===== src/rtl/pipeline_pkg.sv =====
// ============================================================================
// pipeline_pkg : shared types for the register-file write path
// Revision     : 1.0
// ============================================================================
`default_nettype none

package pipeline_pkg;

    localparam int XLEN       = 32;
    localparam int REG_ADDR_W = $clog2(XLEN);

    localparam logic [REG_ADDR_W-1:0] REG_ZERO = '0;

    typedef struct packed {
        logic                  we;
        logic [REG_ADDR_W-1:0] addr;
        logic [XLEN-1:0]       data;
    } wb_req_t;

    typedef struct packed {
        logic                  live;
        logic [REG_ADDR_W-1:0] addr;
        logic [XLEN-1:0]       data;
    } mc_entry_t;

    typedef enum logic [0:0] {
        NORMAL = 1'b0,
        DRAIN  = 1'b1
    } arb_state_t;

endpackage

`default_nettype wire


===== src/rtl/rf_wq_fifo.sv =====
// ============================================================================
// rf_wq_fifo : multi-cycle result queue with per-entry WAW kill and busy mask
// Revision   : 1.0
// ============================================================================
`default_nettype none

module rf_wq_fifo
    import pipeline_pkg::*;
#(
    parameter int DEPTH = 2
) (
    input  logic                  clk,
    input  logic                  rst_n,
    input  logic                  push,
    input  mc_entry_t             push_entry,
    input  logic                  pop,
    input  logic                  kill_en,
    input  logic [REG_ADDR_W-1:0] kill_addr,
    output logic                  full,
    output logic                  empty,
    output mc_entry_t             head,
    output logic [XLEN-1:0]       busy_mask
);

    localparam int PTR_W = $clog2(DEPTH);
    localparam int CNT_W = $clog2(DEPTH + 1);

    mc_entry_t        r_mem [DEPTH];
    logic [PTR_W-1:0] r_head;
    logic [PTR_W-1:0] r_tail;
    logic [CNT_W-1:0] r_count;

    always_ff @(posedge clk) begin
        if (!rst_n) begin
            r_head  <= '0;
            r_tail  <= '0;
            r_count <= '0;
            for (int i = 0; i < DEPTH; i++) begin
                r_mem[i].live <= 1'b0;
            end
        end else begin
            for (int i = 0; i < DEPTH; i++) begin
                if (kill_en && r_mem[i].live && (r_mem[i].addr == kill_addr)) begin
                    r_mem[i].live <= 1'b0;
                end
            end
            // Vacated slots are marked dead so busy_mask only sees occupied entries.
            if (pop) begin
                r_mem[r_head].live <= 1'b0;
                r_head             <= r_head + 1'b1;
            end
            if (push) begin
                r_mem[r_tail] <= push_entry;
                r_tail        <= r_tail + 1'b1;
            end
            case ({push, pop})
                2'b10:   r_count <= r_count + 1'b1;
                2'b01:   r_count <= r_count - 1'b1;
                default: r_count <= r_count;
            endcase
        end
    end

    assign full  = (r_count == CNT_W'(DEPTH));
    assign empty = (r_count == '0);
    assign head  = r_mem[r_head];

    // A same-cycle kill already removes the entry from the mask.
    always_comb begin
        busy_mask = '0;
        for (int i = 0; i < DEPTH; i++) begin
            if (r_mem[i].live && !(kill_en && (r_mem[i].addr == kill_addr))) begin
                busy_mask[r_mem[i].addr] = 1'b1;
            end
        end
        busy_mask[0] = 1'b0;
    end

endmodule

`default_nettype wire


===== src/rtl/rf_write_arbiter.sv =====
// ============================================================================
// rf_write_arbiter : shares the RF write port between writeback and mult/div
// Revision         : 1.0
// ============================================================================
`default_nettype none

module rf_write_arbiter
    import pipeline_pkg::*;
#(
    parameter int SIZE         = XLEN,
    parameter int DEPTH        = 2,
    parameter int STARVE_LIMIT = 8
) (
    input  logic                     clk,
    input  logic                     rst_n,
    input  logic                     wb_we,
    input  logic [$clog2(SIZE)-1:0]  wb_addr,
    input  logic [SIZE-1:0]          wb_data,
    input  logic                     mc_valid,
    output logic                     mc_ready,
    input  logic [$clog2(SIZE)-1:0]  mc_addr,
    input  logic [SIZE-1:0]          mc_data,
    output logic                     rf_we,
    output logic [$clog2(SIZE)-1:0]  rf_addr,
    output logic [SIZE-1:0]          rf_data,
    output logic [SIZE-1:0]          busy_mask,
    output logic                     stall_pipe
);

    localparam int STARVE_W = $clog2(STARVE_LIMIT + 1);

    wb_req_t               w_wb;
    logic                  w_wb_ok;
    arb_state_t            r_state;
    arb_state_t            w_state_nxt;
    logic [STARVE_W-1:0]   r_starve;
    logic [STARVE_W-1:0]   w_starve_nxt;
    logic                  w_full;
    logic                  w_empty;
    mc_entry_t             w_head;
    mc_entry_t             w_push_entry;
    logic                  w_push;
    logic                  w_pop;
    logic                  w_kill_en;
    logic                  w_issue;
    logic [REG_ADDR_W-1:0] w_issue_addr;
    logic [XLEN-1:0]       w_issue_data;

    assign w_wb.we   = wb_we;
    assign w_wb.addr = wb_addr;
    assign w_wb.data = wb_data;
    assign w_wb_ok   = w_wb.we && (w_wb.addr != REG_ZERO);

    assign mc_ready = !w_full;
    assign w_push   = mc_valid && !w_full;

    // A same-cycle writeback to the same register is younger, so the mc result is born dead.
    assign w_push_entry.live = (mc_addr != REG_ZERO) && !(w_kill_en && (wb_addr == mc_addr));
    assign w_push_entry.addr = mc_addr;
    assign w_push_entry.data = mc_data;

    rf_wq_fifo #(
        .DEPTH      (DEPTH)
    ) u_fifo (
        .clk        (clk),
        .rst_n      (rst_n),
        .push       (w_push),
        .push_entry (w_push_entry),
        .pop        (w_pop),
        .kill_en    (w_kill_en),
        .kill_addr  (wb_addr),
        .full       (w_full),
        .empty      (w_empty),
        .head       (w_head),
        .busy_mask  (busy_mask)
    );

    always_comb begin
        w_state_nxt  = r_state;
        w_starve_nxt = '0;
        w_pop        = 1'b0;
        w_issue      = 1'b0;
        w_kill_en    = 1'b0;
        w_issue_addr = w_head.addr;
        w_issue_data = w_head.data;
        case (r_state)
            NORMAL: begin
                if (w_wb_ok) begin
                    w_issue      = 1'b1;
                    w_kill_en    = 1'b1;
                    w_issue_addr = wb_addr;
                    w_issue_data = wb_data;
                end else if (!w_empty) begin
                    w_pop   = 1'b1;
                    w_issue = w_head.live;
                end
                if (w_full && w_wb_ok) begin
                    w_starve_nxt = (r_starve == STARVE_W'(STARVE_LIMIT)) ? r_starve
                                                                         : r_starve + 1'b1;
                end
                if (r_starve == STARVE_W'(STARVE_LIMIT)) begin
                    w_state_nxt = DRAIN;
                end
            end
            DRAIN: begin
                // Writeback is dropped here; killed heads are skipped until a live one issues.
                if (!w_empty) begin
                    w_pop   = 1'b1;
                    w_issue = w_head.live;
                    if (w_head.live) begin
                        w_state_nxt = NORMAL;
                    end
                end else begin
                    w_state_nxt = NORMAL;
                end
            end
            default: w_state_nxt = NORMAL;
        endcase
    end

    always_ff @(posedge clk) begin
        if (!rst_n) begin
            r_state  <= NORMAL;
            r_starve <= '0;
            rf_we    <= 1'b0;
            rf_addr  <= '0;
            rf_data  <= '0;
        end else begin
            r_state  <= w_state_nxt;
            r_starve <= w_starve_nxt;
            rf_we    <= w_issue;
            if (w_issue) begin
                rf_addr <= w_issue_addr;
                rf_data <= w_issue_data;
            end
        end
    end

    assign stall_pipe = (r_state == DRAIN);

    a_no_wb_while_stalled: assert property (
        @(posedge clk) disable iff (!rst_n) (r_state == DRAIN) |-> !wb_we
    );

endmodule

`default_nettype wire


===== config.mk =====
export PLATFORM = sky130hd
export DESIGN_NAME = rf_write_arbiter
export DESIGN_NICKNAME = d
export VERILOG_FILES = /design/src/rtl/pipeline_pkg.sv /design/src/rtl/rf_wq_fifo.sv /design/src/rtl/rf_write_arbiter.sv
export SDC_FILE = /design/constraint.sdc
export NUM_CORES = 1
export LEC_CHECK = 0
export ABC_CLOCK_PERIOD_IN_PS = 6100
export BUFFER_PORTS_ARGS = -buffer_cell sky130_fd_sc_hd__buf_2
export CELL_PAD_IN_SITES_DETAIL_PLACEMENT = 0
export CELL_PAD_IN_SITES_GLOBAL_PLACEMENT = 1
export CORE_UTILIZATION = 43
export CTS_BUF_LIST = sky130_fd_sc_hd__clkbuf_4
export DETAILED_ROUTE_END_ITERATION = 16
export PLACE_DENSITY = 0.93
export SKIP_CTS_REPAIR_TIMING = 1
export SLEW_MARGIN = 30
export SYNTH_ARGS = -nofsm -noshare
export SYNTH_HDL_FRONTEND = slang
export SYNTH_SLANG_ARGS = --single-unit

===== constraint.sdc =====
create_clock -name clk -period 6.1 [get_ports clk]
set_clock_uncertainty 0.2 [all_clocks]
set_input_delay 1.22 -clock clk [delete_from_list [all_inputs] [get_ports clk]]
set_output_delay 1.22 -clock clk [all_outputs]
set_load 0.05 [all_outputs]

==> results.sh <==
export IMPL_stdcell_area_sq_um=6810
export IMPL_clockBufferDepth=2
export IMPL_hp_class="reg -> reg"
export IMPL_powerDensity_nw_per_um2=336
export IMPL_cpMaxStageDelayCell="or4_4"
export IMPL_synth_edf_count=76
export IMPL_clockRootBuffer="clkbuf_4"
export IMPL_place_area_sq_um=6500
export IMPL_wl_per_cell_microns=16.2
export IMPL_synth_flop_cell="edfxtp_1"
export IMPL_timing_setup_tns_ps=0
export IMPL_slew_headroom_pct=34.5
export IMPL_hold_depth=2
export IMPL_ys_types=45
export IMPL_slowest_delay_ps=570
export IMPL_yosysWarnings=0
export IMPL_r2r_slack_ps=3360
export IMPL_grt_use_total_pct=18.9
export IMPL_grt_pass1_wl_mm=19.4
export IMPL_hold_violations=0
export IMPL_drive_gt1_share_pct=39.0
export IMPL_final_nets=670
export IMPL_placeableCoreArea_sq_um=12700
export IMPL_row_count=41
export IMPL_rsz0062_at_grt="false"
export IMPL_crit_fanout=31
export IMPL_worst_ir_drop_vdd_mv=0.215
export IMPL_die_h_microns=117
export IMPL_syn_avg_cell_area_sq_um=12.6
export IMPL_multi_input_comb_area_sq_um=2270
export IMPL_clock_fmax_ghz=0.221
export IMPL_synth_seq_area_share_pct=57.3
export IMPL_numCtsBuffers=17
export IMPL_pin_count=150
export IMPL_ant_nets=0
export IMPL_crit_top_cell="buf_2"
export IMPL_antenna_cells=0
export IMPL_hold_start="u_fifo.r_count[1]"
export IMPL_rr_worst_depth=5
export IMPL_ys_ff_latch=124
export IMPL_htree_levels=4
export IMPL_drv_slew=0
export IMPL_synth_area_sq_um=5660
export IMPL_grt_start_max_net_pins=39
export IMPL_synthTopCellsByArea="edfxtp_1 40%, dfxtp_1 17%, mux2_2 7.4%, mux2i_1 6.7%, o2bb2ai_1 5.3%"
export IMPL_setup_worst_path_start_class="primary input"
export IMPL_initial_utilization_pct=44.5
export IMPL_period_minus_slack_ps=4530
export IMPL_drc_errors=0
export IMPL_port_buffers=148
export IMPL_crit_chain="buf_2 -> or4_4 -> o21ai_4 -> nor3_2 -> buf_4 -> o22ai_1 -> buf_2"
export IMPL_setup_ws_ps=1570
export IMPL_end_kind="output pin"
export IMPL_cts_tree="yes"
export IMPL_p_total_w=0.00229
export IMPL_first_pass_iters=5
export IMPL_place_congestion=0.807
export IMPL_syn_inst=448
export IMPL_min_to="u_fifo.r_count[1]"
export IMPL_post_route_period_util_pct=74.2
export IMPL_dieArea_sq_um=13600
export IMPL_antenna_found_initial=0
export IMPL_synth_top_cell_area_share_pct=40.3
export IMPL_worst_slew_pin_slew_ps=983
export IMPL_power_leakage_nw=2.53
export IMPL_avgViaCountPerCell=5.28
export IMPL_maxCapViolations=0
export IMPL_drt_iter0_drc=232
export IMPL_routed_wl_mm=12.5
export IMPL_path_class="in -> out"
export IMPL_fillers=1157
export IMPL_mostFrequentLayoutCells="148 x buf_2, 76 x edfxtp_1, 47 x dfxtp_1"
export IMPL_worst_ep_arrival_time_ps=3110
export IMPL_die_width_microns=117
export IMPL_syn_nets=529
export IMPL_place_ws_ps=1600
export IMPL_grt_pass1_vias=3946
export IMPL_clk_pin_slew_ps=90
export IMPL_reg2reg_to="rf_data[16]"
export IMPL_setup_viol=0
export IMPL_vias=4088
export IMPL_area_sequential_sq_um=3250
export IMPL_grt_ovfl_total=0
export IMPL_dp_hpwl_mm=8.84
export IMPL_required_ps=4680
export IMPL_status="completed"
export IMPL_syn2layout_area_growth_pct=20.4
export IMPL_insertion_delay_ps=500
export IMPL_cts_sinks=124
export IMPL_yosys_area_top_type="edfxtp_1"
export IMPL_mostFrequentLayoutCell="buf_2"
export IMPL_synth_async_reset_ratio_pct=0
-- critical path, delay by kind of cell --
| family | cells | cell delay (ps) |
|---|---|---|
| AO/OA/AOI/OAI | 2 | 540 |
| buffers and inverters | 3 | 690 |
| AND/OR/NAND/NOR | 2 | 660 |
-- logic make-up after synthesis --
family / count (synthesis) / share of synthesized area, %
compound gates: 84 / 11.8
xor+xnor: 21 / 3.25
fa+ha+maj: 3 / 0.663
buf+inv: 33 / 2.98
flops: 124 / 57.3
mux: 75 / 14.1
other cells: 1 / 0.0663
simple gates: 107 / 9.84
-- routing by layer --
metal / GRT usage (%) / wire (microns) / vias to the layer above
li1: - / - / 1981
met1: 22.8 / 5430 / 1913
met2: 31.6 / 5960 / 177
met3: 6.07 / 926 / 17
met4: 7.43 / 224 / 0
met5: 0 / 0 / -
-- synth_stat cells, types with 8 or more instances --
library cell  instances
edfxtp_1             76
dfxtp_1              48
nand2_1              42
mux2i_1              38
mux2_2               37
o2bb2ai_1            34
o22ai_1              31
xnor2_1              17
clkbuf_1             15
nor2_1               11
buf_2                 9
nand3_1               9
nor3_1                8
-- registers in the layout (all words and copies together), names as in the netlist, named ones only --
| signal | count |
|---|---|
| rf_we | 1 |
| rf_addr | 5 |
| u_fifo.r_mem | 76 |
| u_fifo.r_count | 2 |
| rf_data | 32 |
| u_fifo.r_head | 1 |
| u_fifo.r_tail | 1 |
| stall_pipe | 1 |
| r_starve | 4 |
-- layout make-up --
| cell class | count | area share (%) |
|---|---|---|
| clock buffers | 23 | 2.53 |
| well taps | 172 | 3.16 |
| flip-flops and latches | 124 | 47.7 |
| repair buffers | 152 | 11.3 |
| multi-input cells | 291 | 33.4 |
| clock inverters | 9 | 1.80 |
| inverters | 3 | 0.165 |
-- report_power, final --
group	switching, W	leakage [nW]	internal (W)
Combinational	0.000378	1.28	0.000246
Clock	0.000277	0.159	0.000308
Sequential	0.0000850	1.10	0.000992
Total	0.000741	2.53	0.00155
-- how the worst max path moves through the flow --
stage	cells past startpoint	endpoint	start
finish	7	busy_mask[19]	wb_addr[0]
global route	6	busy_mask[20]	wb_addr[0]
CTS	7	busy_mask[19]	wb_addr[0]
detailed placement	7	busy_mask[19]	wb_addr[0]
global placement	7	busy_mask[23]	wb_addr[0]
floorplan	2	u_fifo.r_mem[0][0]	rst_n
-- stage by stage --
| step | util (%) | std cells | hold WS [ps] |
|---|---|---|---|
| 2_1_floorplan | - | 448 | 278 |
| 3_3_place_gp | 51.1 | 742 | 288 |
| 3_5_place_dp | 51.1 | 742 | 296 |
| 4_1_cts | 53.4 | 774 | 310 |
| 5_1_grt | 53.5 | 774 | 362 |
| 6_report | 53.5 | 774 | 310 |
Note: power is estimated with default switching activity, not from simulation.
